**src/rtl/lfsr_pkg.sv**
```systemverilog
// Shared encodings for the LFSR self-test sequencer: traffic modes, FSM states, default seed.
package lfsr_pkg;

  typedef enum logic [1:0] {
    MODE_VALID  = 2'd0,
    MODE_V1I    = 2'd1,
    MODE_RELOCK = 2'd2,
    MODE_VI     = 2'd3
  } mode_e;

  typedef enum logic [1:0] {
    ST_IDLE = 2'd0,
    ST_SRST = 2'd1,
    ST_RUN  = 2'd2,
    ST_EVAL = 2'd3
  } state_e;

  localparam logic [15:0] DEF_SEED_DFLT = 16'd300;

endpackage

```
**src/rtl/lfsr_pattern_gen.sv**
```systemverilog
// Valid/corrupt slot generator: pos walks 0..vm+im-1, slots at or beyond vm are corrupt.
// Latency: registered, one cycle from enable/restart; no backpressure (free-running while enabled).
module lfsr_pattern_gen #(
  parameter int PW = 8
) (
  input  logic          i_clk,
  input  logic          random_reset_flag,
  input  logic [PW-1:0] i_vm,
  input  logic [PW-1:0] i_im,
  input  logic          i_enable,
  input  logic          i_restart,
  output logic          o_corrupt,
  output logic [PW-1:0] o_pos
);

  logic [PW:0]   last_slot;
  logic [PW-1:0] pos_nxt;

  assign last_slot = {1'b0, i_vm} + {1'b0, i_im} - (PW+1)'(1);
  // >= rather than == so a shrinking period can never strand pos past the wrap point
  assign pos_nxt   = ({1'b0, o_pos} >= last_slot) ? '0 : o_pos + PW'(1);

  always_ff @(posedge i_clk or posedge random_reset_flag) begin
    if (random_reset_flag) begin
      o_pos     <= '0;
      o_corrupt <= 1'b0;
    end else if (i_restart) begin
      o_pos     <= '0;
      o_corrupt <= 1'b0;
    end else if (i_enable) begin
      o_pos     <= pos_nxt;
      o_corrupt <= (pos_nxt >= i_vm);
    end else begin
      o_corrupt <= 1'b0;
    end
  end

endmodule

```
**src/rtl/lfsr_seq_ctrl.sv**
```systemverilog
// Self-test sequencer for the LFSR generator/checker pair: seed load, soft reset, patterned traffic, verdict.
// Latency: o_done pulses SOFT_RST_CYCLES+RUN_CYCLES+1 cycles after SRST entry; no backpressure, i_start ignored while busy.
module lfsr_seq_ctrl
  import lfsr_pkg::*;
#(
  parameter logic [15:0] DEF_SEED          = DEF_SEED_DFLT,
  parameter int          VALID_TO_LOCK     = 5,
  parameter int          INVALID_TO_UNLOCK = 3,
  parameter int          SOFT_RST_CYCLES   = 4,
  parameter int          LOCK_TIMEOUT      = 64,
  parameter int          RUN_CYCLES        = 256
) (
  input  logic        i_clk,
  input  logic        random_reset_flag,
  input  logic        i_start,
  input  logic [1:0]  i_mode,
  input  logic [15:0] i_seed,
  input  logic        i_lock,
  output logic [15:0] o_seed,
  output logic        o_soft_reset,
  output logic        o_valid,
  output logic        o_corrupt,
  output logic        o_busy,
  output logic        o_done,
  output logic        o_pass,
  output logic [7:0]  o_unlock_cnt
);

  localparam int CW = $clog2(RUN_CYCLES + 1);
  localparam int SW = $clog2(SOFT_RST_CYCLES + 1);
  localparam int PW = 8;

  state_e        state_q, state_d;
  mode_e         mode_q;
  logic [SW-1:0] srst_cnt;
  logic [CW-1:0] cyc;
  logic [CW-1:0] first_lock_cyc;
  logic          lock_q, seen_lock, seen_unlock;
  logic          srst_last, run_last, first_lock, timely, pass_d;
  logic          gen_enable, gen_restart;
  logic [PW-1:0] vm, im, pos;

  assign srst_last  = (state_q == ST_SRST) && (srst_cnt == SW'(SOFT_RST_CYCLES - 1));
  assign run_last   = (state_q == ST_RUN) && (cyc == CW'(RUN_CYCLES - 1));
  assign first_lock = (state_q == ST_RUN) && i_lock && !seen_lock;
  assign timely     = seen_lock && (first_lock_cyc < CW'(LOCK_TIMEOUT));

  always_ff @(posedge i_clk or posedge random_reset_flag) begin
    if (random_reset_flag) state_q <= ST_IDLE;
    else                   state_q <= state_d;
  end

  always_comb begin
    state_d = state_q;
    case (state_q)
      ST_IDLE: if (i_start)   state_d = ST_SRST;
      ST_SRST: if (srst_last) state_d = ST_RUN;
      ST_RUN:  if (run_last)  state_d = ST_EVAL;
      ST_EVAL:                state_d = ST_IDLE;
      default:                state_d = ST_IDLE;
    endcase
  end

  // Relock mode switches to the sparse-valid pattern once the checker first locks
  always_comb begin
    vm = PW'(VALID_TO_LOCK);
    im = '0;
    case (mode_q)
      MODE_V1I: begin
        vm = PW'(VALID_TO_LOCK - 1);
        im = PW'(1);
      end
      MODE_RELOCK: if (seen_lock) begin
        vm = PW'(1);
        im = PW'(INVALID_TO_UNLOCK - 1);
      end
      MODE_VI: im = PW'(INVALID_TO_UNLOCK);
      default: ;
    endcase
  end

  always_comb begin
    pass_d = 1'b0;
    case (mode_q)
      MODE_VALID:  pass_d = timely && !seen_unlock && i_lock;
      MODE_V1I:    pass_d = !seen_lock;
      MODE_RELOCK: pass_d = timely && !seen_unlock;
      MODE_VI:     pass_d = timely && seen_unlock;
      default:     pass_d = 1'b0;
    endcase
  end

  assign gen_enable  = (state_q == ST_RUN) && (state_d == ST_RUN);
  assign gen_restart = (state_q != ST_RUN) || (first_lock && (mode_q == MODE_RELOCK));

  lfsr_pattern_gen #(.PW(PW)) u_pattern (
    .i_clk             (i_clk),
    .random_reset_flag (random_reset_flag),
    .i_vm              (vm),
    .i_im              (im),
    .i_enable          (gen_enable),
    .i_restart         (gen_restart),
    .o_corrupt         (o_corrupt),
    .o_pos             (pos)
  );

  always_ff @(posedge i_clk or posedge random_reset_flag) begin
    if (random_reset_flag) begin
      o_seed         <= DEF_SEED;
      o_soft_reset   <= 1'b0;
      o_valid        <= 1'b0;
      o_busy         <= 1'b0;
      o_done         <= 1'b0;
      o_pass         <= 1'b0;
      o_unlock_cnt   <= '0;
      mode_q         <= MODE_VALID;
      srst_cnt       <= '0;
      cyc            <= '0;
      first_lock_cyc <= '0;
      lock_q         <= 1'b0;
      seen_lock      <= 1'b0;
      seen_unlock    <= 1'b0;
    end else begin
      o_done       <= 1'b0;
      o_soft_reset <= (state_d == ST_SRST);
      o_valid      <= (state_d == ST_RUN);
      case (state_q)
        ST_IDLE: if (i_start) begin
          mode_q         <= mode_e'(i_mode);
          o_seed         <= (i_seed == '0) ? DEF_SEED : i_seed;
          o_pass         <= 1'b0;
          o_unlock_cnt   <= '0;
          o_busy         <= 1'b1;
          srst_cnt       <= '0;
          first_lock_cyc <= '0;
          seen_lock      <= 1'b0;
          seen_unlock    <= 1'b0;
        end
        ST_SRST: begin
          srst_cnt <= srst_cnt + SW'(1);
          cyc      <= '0;
          lock_q   <= 1'b0;
        end
        ST_RUN: begin
          cyc    <= cyc + CW'(1);
          lock_q <= i_lock;
          if (first_lock) begin
            seen_lock      <= 1'b1;
            first_lock_cyc <= cyc;
          end
          if (lock_q && !i_lock) begin
            seen_unlock <= 1'b1;
            if (o_unlock_cnt != 8'hFF) o_unlock_cnt <= o_unlock_cnt + 8'd1;
          end
        end
        ST_EVAL: begin
          o_pass <= pass_d;
          o_done <= 1'b1;
          o_busy <= 1'b0;
        end
        default: ;
      endcase
    end
  end

  slot_in_range: assert property (@(posedge i_clk) disable iff (random_reset_flag)
    (state_q == ST_RUN) |-> ({1'b0, pos} < ({1'b0, vm} + {1'b0, im})));

endmodule

```
**config.mk**
```make
export PLATFORM = sky130hd
export DESIGN_NAME = lfsr_seq_ctrl
export DESIGN_NICKNAME = d
export VERILOG_FILES = /design/src/rtl/lfsr_pkg.sv /design/src/rtl/lfsr_pattern_gen.sv /design/src/rtl/lfsr_seq_ctrl.sv
export SDC_FILE = /design/constraint.sdc
export NUM_CORES = 1
export LEC_CHECK = 0
export ABC_AREA = 1
export BUFFER_PORTS_ARGS = -buffer_cell sky130_fd_sc_hd__buf_2
export CAP_MARGIN = 5
export CORE_MARGIN = 10
export CORE_UTILIZATION = 35
export CTS_CLUSTER_SIZE = 8
export DETAILED_ROUTE_END_ITERATION = 6
export HOLD_SLACK_MARGIN = 0.15
export PLACE_DENSITY = 0.6
export SLEW_MARGIN = 20
export SYNTH_ARGS = -nofsm -noshare
export SYNTH_HDL_FRONTEND = slang
export SYNTH_SLANG_ARGS = --single-unit
```
**constraint.sdc**
```tcl
create_clock -name i_clk -period 3.25 [get_ports i_clk]
set_input_delay 0.4875 -clock i_clk [delete_from_list [all_inputs] [get_ports i_clk]]
set_output_delay 0.4875 -clock i_clk [all_outputs]
set_load 0.02 [all_outputs]
```
After elaboration in Yosys (flattened, before gate mapping)
Index checks and enable logic that the tools add are counted.
Word-level totals
  output and inout port bits: 30
  bits in registers: 66
Operators by class
  magnitude comparators: 3
  equality and inequality tests: 16
  reduce and logical (&&, ||, !) cells: 29
  muxes and demuxes: 35
  $add $sub $neg: 6
Operator list (number)
  two-way mux 8 bit: 6
  one-hot mux 9 bit (2 select lines): 2
  two-way mux 9 bit: 2
  adder 8 x 1 -> 8 bit, second input constant: 2
  zero test 16 bit: 1
  two-way mux 16 bit: 1
  one-hot mux 8 bit (2 select lines): 1
  one-hot mux 3 bit (2 select lines): 2
  logical AND 1 bit: 11
  == test 2 bit, second input constant: 5
  one-hot mux 1 bit (2 select lines): 5
  nonzero test 2 bit: 5
  adder 9 x 1 -> 9 bit, second input constant: 1
  == test 9 x 8 -> 1 bit, second input constant: 1
  >= comparator 8 x 9 -> 1 bit: 1
  less-than comparator 9 x 7 -> 1 bit, second input constant: 1
  subtractor 9 x 1 -> 9 bit, second input constant: 1
  >= comparator 8 x 3 -> 1 bit: 1
  two-way mux 2 bit: 4
  != test 8 bit, second input constant: 1
  one-hot mux 2 bit (4 select lines): 1
  two-way mux 1 bit: 7
  == test 2 x 1 -> 1 bit, second input constant: 3
  two-way mux 3 bit: 2
  other kinds (13): 22

Logic depth before layout (Yosys ltp)
  word-level depth: 9
  mapped depth: 26
  depth with buffers taken out: 26

Modules after synthesis
Synthesis repeated with hierarchy kept, for this count alone.
Second synthesis, totals
  cells, all modules: 535
  area, all modules: 4112.7 sq um
Modules (own cells, without submodules)
  lfsr_seq_ctrl: seq. area each 1281.2 sq um, cells an instance 325, area each 2683.8 sq um, instances 1
  lfsr_pattern_gen: seq. area each 225.2 sq um, cells an instance 210, area each 1428.9 sq um, instances 1

Worst setup path after synthesis
No wires, ideal clock.
  path type: register -> register
  start: register mode_q[0]
  end: register u_pattern.o_corrupt
  slack: 199 ps
  arrival time: 2939 ps
  buffers on the path: 0
  cell stages (with the launch flop): 26
  path through: dfrtp_1 inv_1 ha_1 nand2_1 nand2_1 nor2_1 ha_1 inv_1 ha_1 inv_1 ha_1 nand2_1 nand2_1 nor2_1 nor2_1 nor2_2 nand3_1 inv_2 nand2_1 ha_1 nor2_1 nand2_1 nand2_1 nand3_1 nand2_1 inv_1
Between the ends
  word-level cells in the longest chain between the ends: 9
  elaborated cells on any way between the ends: 14
  those cells by class: add/sub: 2; order compare: 2; eq/ne: 3; mux: 5; reduce/logical: 2
Ends and longest elaborated chain
  start: declaration: line lfsr_seq_ctrl.sv:34  | mode_e mode_q;
  start signal: assignment: line lfsr_seq_ctrl.sv:129  | mode_q <= mode_e'(i_mode);
  == test 2 bit (tied with other cells): line lfsr_seq_ctrl.sv:68  | case (mode_q)
  one-hot mux 2 bit (3 select lines) / one-hot mux 3 bit (2 select lines) (equally long branches): line lfsr_seq_ctrl.sv:68
  adder 3 x 2 -> 4 bit: line lfsr_pattern_gen.sv:19  | assign last_slot = {1'b0, i_vm} + {1'b0, i_im} - (PW+1)'(1);
  subtractor 9 x 1 -> 9 bit: line lfsr_pattern_gen.sv:19
  >= comparator 8 x 9 -> 1 bit: line lfsr_pattern_gen.sv:21  | assign pos_nxt = ({1'b0, o_pos} >= last_slot) ? '0 : o_pos + PW'(1);
  two-way mux 8 bit: line lfsr_pattern_gen.sv:21
  >= comparator 8 x 3 -> 1 bit: line lfsr_pattern_gen.sv:32  | o_corrupt <= (pos_nxt >= i_vm);
  two-way mux 1 bit: line lfsr_pattern_gen.sv:30  | end else if (i_enable) begin
  two-way mux 1 bit (*): line lfsr_pattern_gen.sv:27  | end else if (i_restart) begin
  end signal: assignment: line lfsr_pattern_gen.sv:32
  end: declaration: line lfsr_pattern_gen.sv:12  | output logic o_corrupt,
Mark *: on every way between the ends. The rest lies on a longest branch, timed or not.
A chain may end at the register's enable or synchronous reset.

Worst setup path in the final report
  start: register mode_q[1]
  end: register u_pattern.o_corrupt
Same word-level chain as after synthesis.

==> impl_metrics.py <==
metrics = {
    "timing": {
        "fin_crit_sh": 0.970,
        "fin_skew_ps": 15.7,
        "finalHoldViolations": 0,
        "tightestPinTransition_ps": 636,
        "slew_headroom": 0.576,
        "rsz0062_at_grt": "true",
        "fin_ws_ps": 97.1,
        "fin_tns_setup_ps": 0,
        "setup_viol": 0,
        "hold_slack_ps": 351,
        "slew_violations": 0,
        "clock.fmax_mhz": 317,
        "period_minus_slack_ps": 3150,
    },
    "global_routing": {
        "grt_pass1_vias": 2803,
        "grt_max_degree": 29,
        "grt_overflow": 0,
        "antenna_found_initial": 2,
        "grt_use_total": 0.122,
        "grt_pass1_wl_um": 13200,
    },
    "critical_path": {
        "crit_fanout": 5,
        "start_kind": "flip-flop",
        "worstReg2RegEnd": "u_pattern.o_corrupt",
        "worstRegToRegCells": 25,
        "crit_type": "flip-flop to flip-flop",
        "reg2reg_setup_slack_ps": 100,
        "crit_arrival_ps": 3390,
        "rr_startpoint": "mode_q[1]",
        "cp.required_ps": 3490,
        "end_kind": "flip-flop",
    },
    "clocking": {
        "numCtsBuffers": 9,
        "root_buffer": "clkbuf_8",
        "cts.path.max_buffers": 2,
        "clk_latency_ps": 350,
        "clk_pin_slew_worst_paths_ps": 70,
        "cts_tree": "built",
        "cts_num_sinks": 60,
        "cts_max_level": 3,
    },
    "final_layout": {
        "multiInputGateArea_mm2": 0.00166,
        "drive_gt1_frac": 0.269,
        "final_cell_area_mm2": 0.00413,
        "syn_to_final_growth_pct": 25.2,
        "seq_area_mm2": 0.00151,
        "fill_cells": 898,
        "post-route-util": 0.450,
        "final_cells": 594,
        "mostFrequentLayoutCell": "nand2_1",
        "n_antenna_cell": 0,
        "nNetsFinal": 524,
        "layout_common_cells": "nand2_1 (96), dfrtp_1 (56), buf_2 (51)",
    },
    "route": {
        "detail-route-antenna-nets": 0,
        "wl_per_cell_um": 13.7,
        "vias": 2821,
        "drc": 0,
        "wirelength_um": 8110,
        "viasPerCell": 4.75,
        "drtIter0Drc": 143,
        "drtPass1Iterations": 4,
    },
    "worst_hold_path": {
        "min_path_cells": 3,
        "hold_path_class": "input pin to flip-flop",
        "hp-start": "i_seed[10]",
        "min_to": "o_seed[10]",
    },
    "floorplan": {
        "core_area_mm2": 0.00920,
        "ios": 52,
        "die_w_um": 117,
        "initial_core_util": 0.359,
        "dieArea_mm2": 0.0137,
        "die_h_um": 117,
        "num_rows": 35,
    },
    "placement": {
        "dpl_cell_area_mm2": 0.00371,
        "port-buffer-count": 51,
        "post-place-ws_ps": 41.1,
        "hpwl_um": 5980,
        "gp_congestion": 0.878,
        "place_inst": 571,
    },
    "power": {
        "ir_worst_vdd_mv": 0.357,
        "p_total_mw": 1.88,
        "p_per_area_mw_per_mm2": 456,
        "p_leak_nw": 2.16,
    },
    "logic_synthesis": {
        "synthesis.nets": 456,
        "syn_avg_cell_area_um2": 8.05,
        "synthCells": 410,
        "ys_seq_elements": 60,
        "synth_seq_area_share": 0.456,
        "netlist-cell-type-count": 32,
        "synth.cell_area_mm2": 0.00330,
        "yosys_warnings": 0,
    },
    "outcome": {
        "outcome": "finished clean",
    },
    "run": {
        "cap_violations": 0,
    },
}
## logic make-up after synthesis
family          after synthesis  synth area share
simple gates                195             0.261
buf+inv                      67            0.0792
flops                        60             0.456
compound gates               59             0.100
fa+ha+maj                    24            0.0909
xor+xnor                      4            0.0106
other cells                   1           0.00114
## power breakdown
| part | total [mW] | internal [mW] | leakage (nW) | switching [mW] |
|---|---|---|---|---|
| Sequential | 0.828 | 0.787 | 0.734 | 0.0410 |
| Combinational | 0.231 | 0.0762 | 1.31 | 0.155 |
| Clock | 0.825 | 0.506 | 0.115 | 0.319 |
| Total | 1.88 | 1.37 | 2.16 | 0.515 |
## synth_stat cells
| library cell | n | area (um^2) |
|---|---|---|
| o21ai_2 | 3 | 26.3 |
| conb_1 | 1 | 3.75 |
| inv_2 | 6 | 22.5 |
| a21oi_1 | 15 | 75.1 |
| a31oi_1 | 1 | 6.26 |
| nand2_2 | 2 | 12.5 |
| dfrtp_1 | 56 | 1400 |
| o31ai_1 | 3 | 22.5 |
| clkbuf_1 | 1 | 3.75 |
| nand3_1 | 22 | 110 |
| nor3_1 | 4 | 20.0 |
| dfstp_2 | 4 | 105 |
| nor2_2 | 4 | 25.0 |
| nor3_2 | 2 | 20.0 |
| o21ai_0 | 20 | 100 |
| o21a_1 | 3 | 22.5 |
| xnor2_1 | 1 | 8.76 |
| nor2_1 | 40 | 150 |
| nand2_4 | 3 | 33.8 |
| o21ai_1 | 7 | 35.0 |
| ha_1 | 24 | 300 |
| nor4_1 | 4 | 25.0 |
| clkinv_4 | 1 | 8.76 |
| inv_1 | 54 | 203 |
| nor3b_1 | 1 | 7.51 |
| nand2_1 | 103 | 387 |
| buf_2 | 4 | 20.0 |
| xor2_1 | 3 | 26.3 |
| nor2_4 | 2 | 22.5 |
| nand4_1 | 8 | 50.1 |
| buf_1 | 1 | 3.75 |
| o22ai_1 | 7 | 43.8 |
## flip-flops by register name (all words and copies together), names as in the netlist, 2 cells and up
register,count
mode_q,2
u_pattern.o_pos,8
o_unlock_cnt,8
o_seed,16
state_q,2
first_lock_cyc,3
cyc,9
srst_cnt,3
## layer usage
metal,track usage,wire [um]
met4,0.0527,131
met5,0,34
met2,0.190,3850
met1,0.147,3680
met3,0.0443,412
## worst max-delay path by stage
stage,to,from
after floorplan,u_pattern.o_corrupt,mode_q[0]
after global placement,u_pattern.o_corrupt,mode_q[0]
after detailed placement,u_pattern.o_corrupt,mode_q[0]
after CTS,u_pattern.o_corrupt,mode_q[0]
after global routing,u_pattern.o_corrupt,mode_q[0]
final,u_pattern.o_corrupt,mode_q[1]
## critical path, stage by stage, from the launching register on
cell and delay (ps):
dfrtp_1 410, buf_4 160, ha_4 160, nand2_2 80
nand2_2 50, nor2_2 110, ha_1 250, inv_2 80
ha_4 210, inv_4 60, ha_4 200, nand2_2 70
nand2_2 70, nor2_4 100, nor2_2 40, nor2_2 170
nand3_2 110, inv_2 90, buf_6 120, nand2_4 50
inv_4 60, ha_4 190, nand2_1 50, nand3_1 60
nand2_1 70, inv_1 30
## cell type report
class | instances | share of cell area
multi-input cells | 283 | 0.401
flip-flops and latches | 60 | 0.364
repair buffers | 63 | 0.0850
inverters | 61 | 0.0578
well taps | 111 | 0.0336
clock buffers | 9 | 0.0300
clock inverters | 7 | 0.0278
## repair_timing
| item | CTS | global route |
|---|---|---|
| setup buffers | 0 | 6 |
| endpoints found under the setup margin | 0 | 1 |
| hold buffers | 1 | 0 |
| resized for setup | 0 | 32 |
| hold endpoints to repair | 7 | 0 |
(Power assumes the default switching activity.)
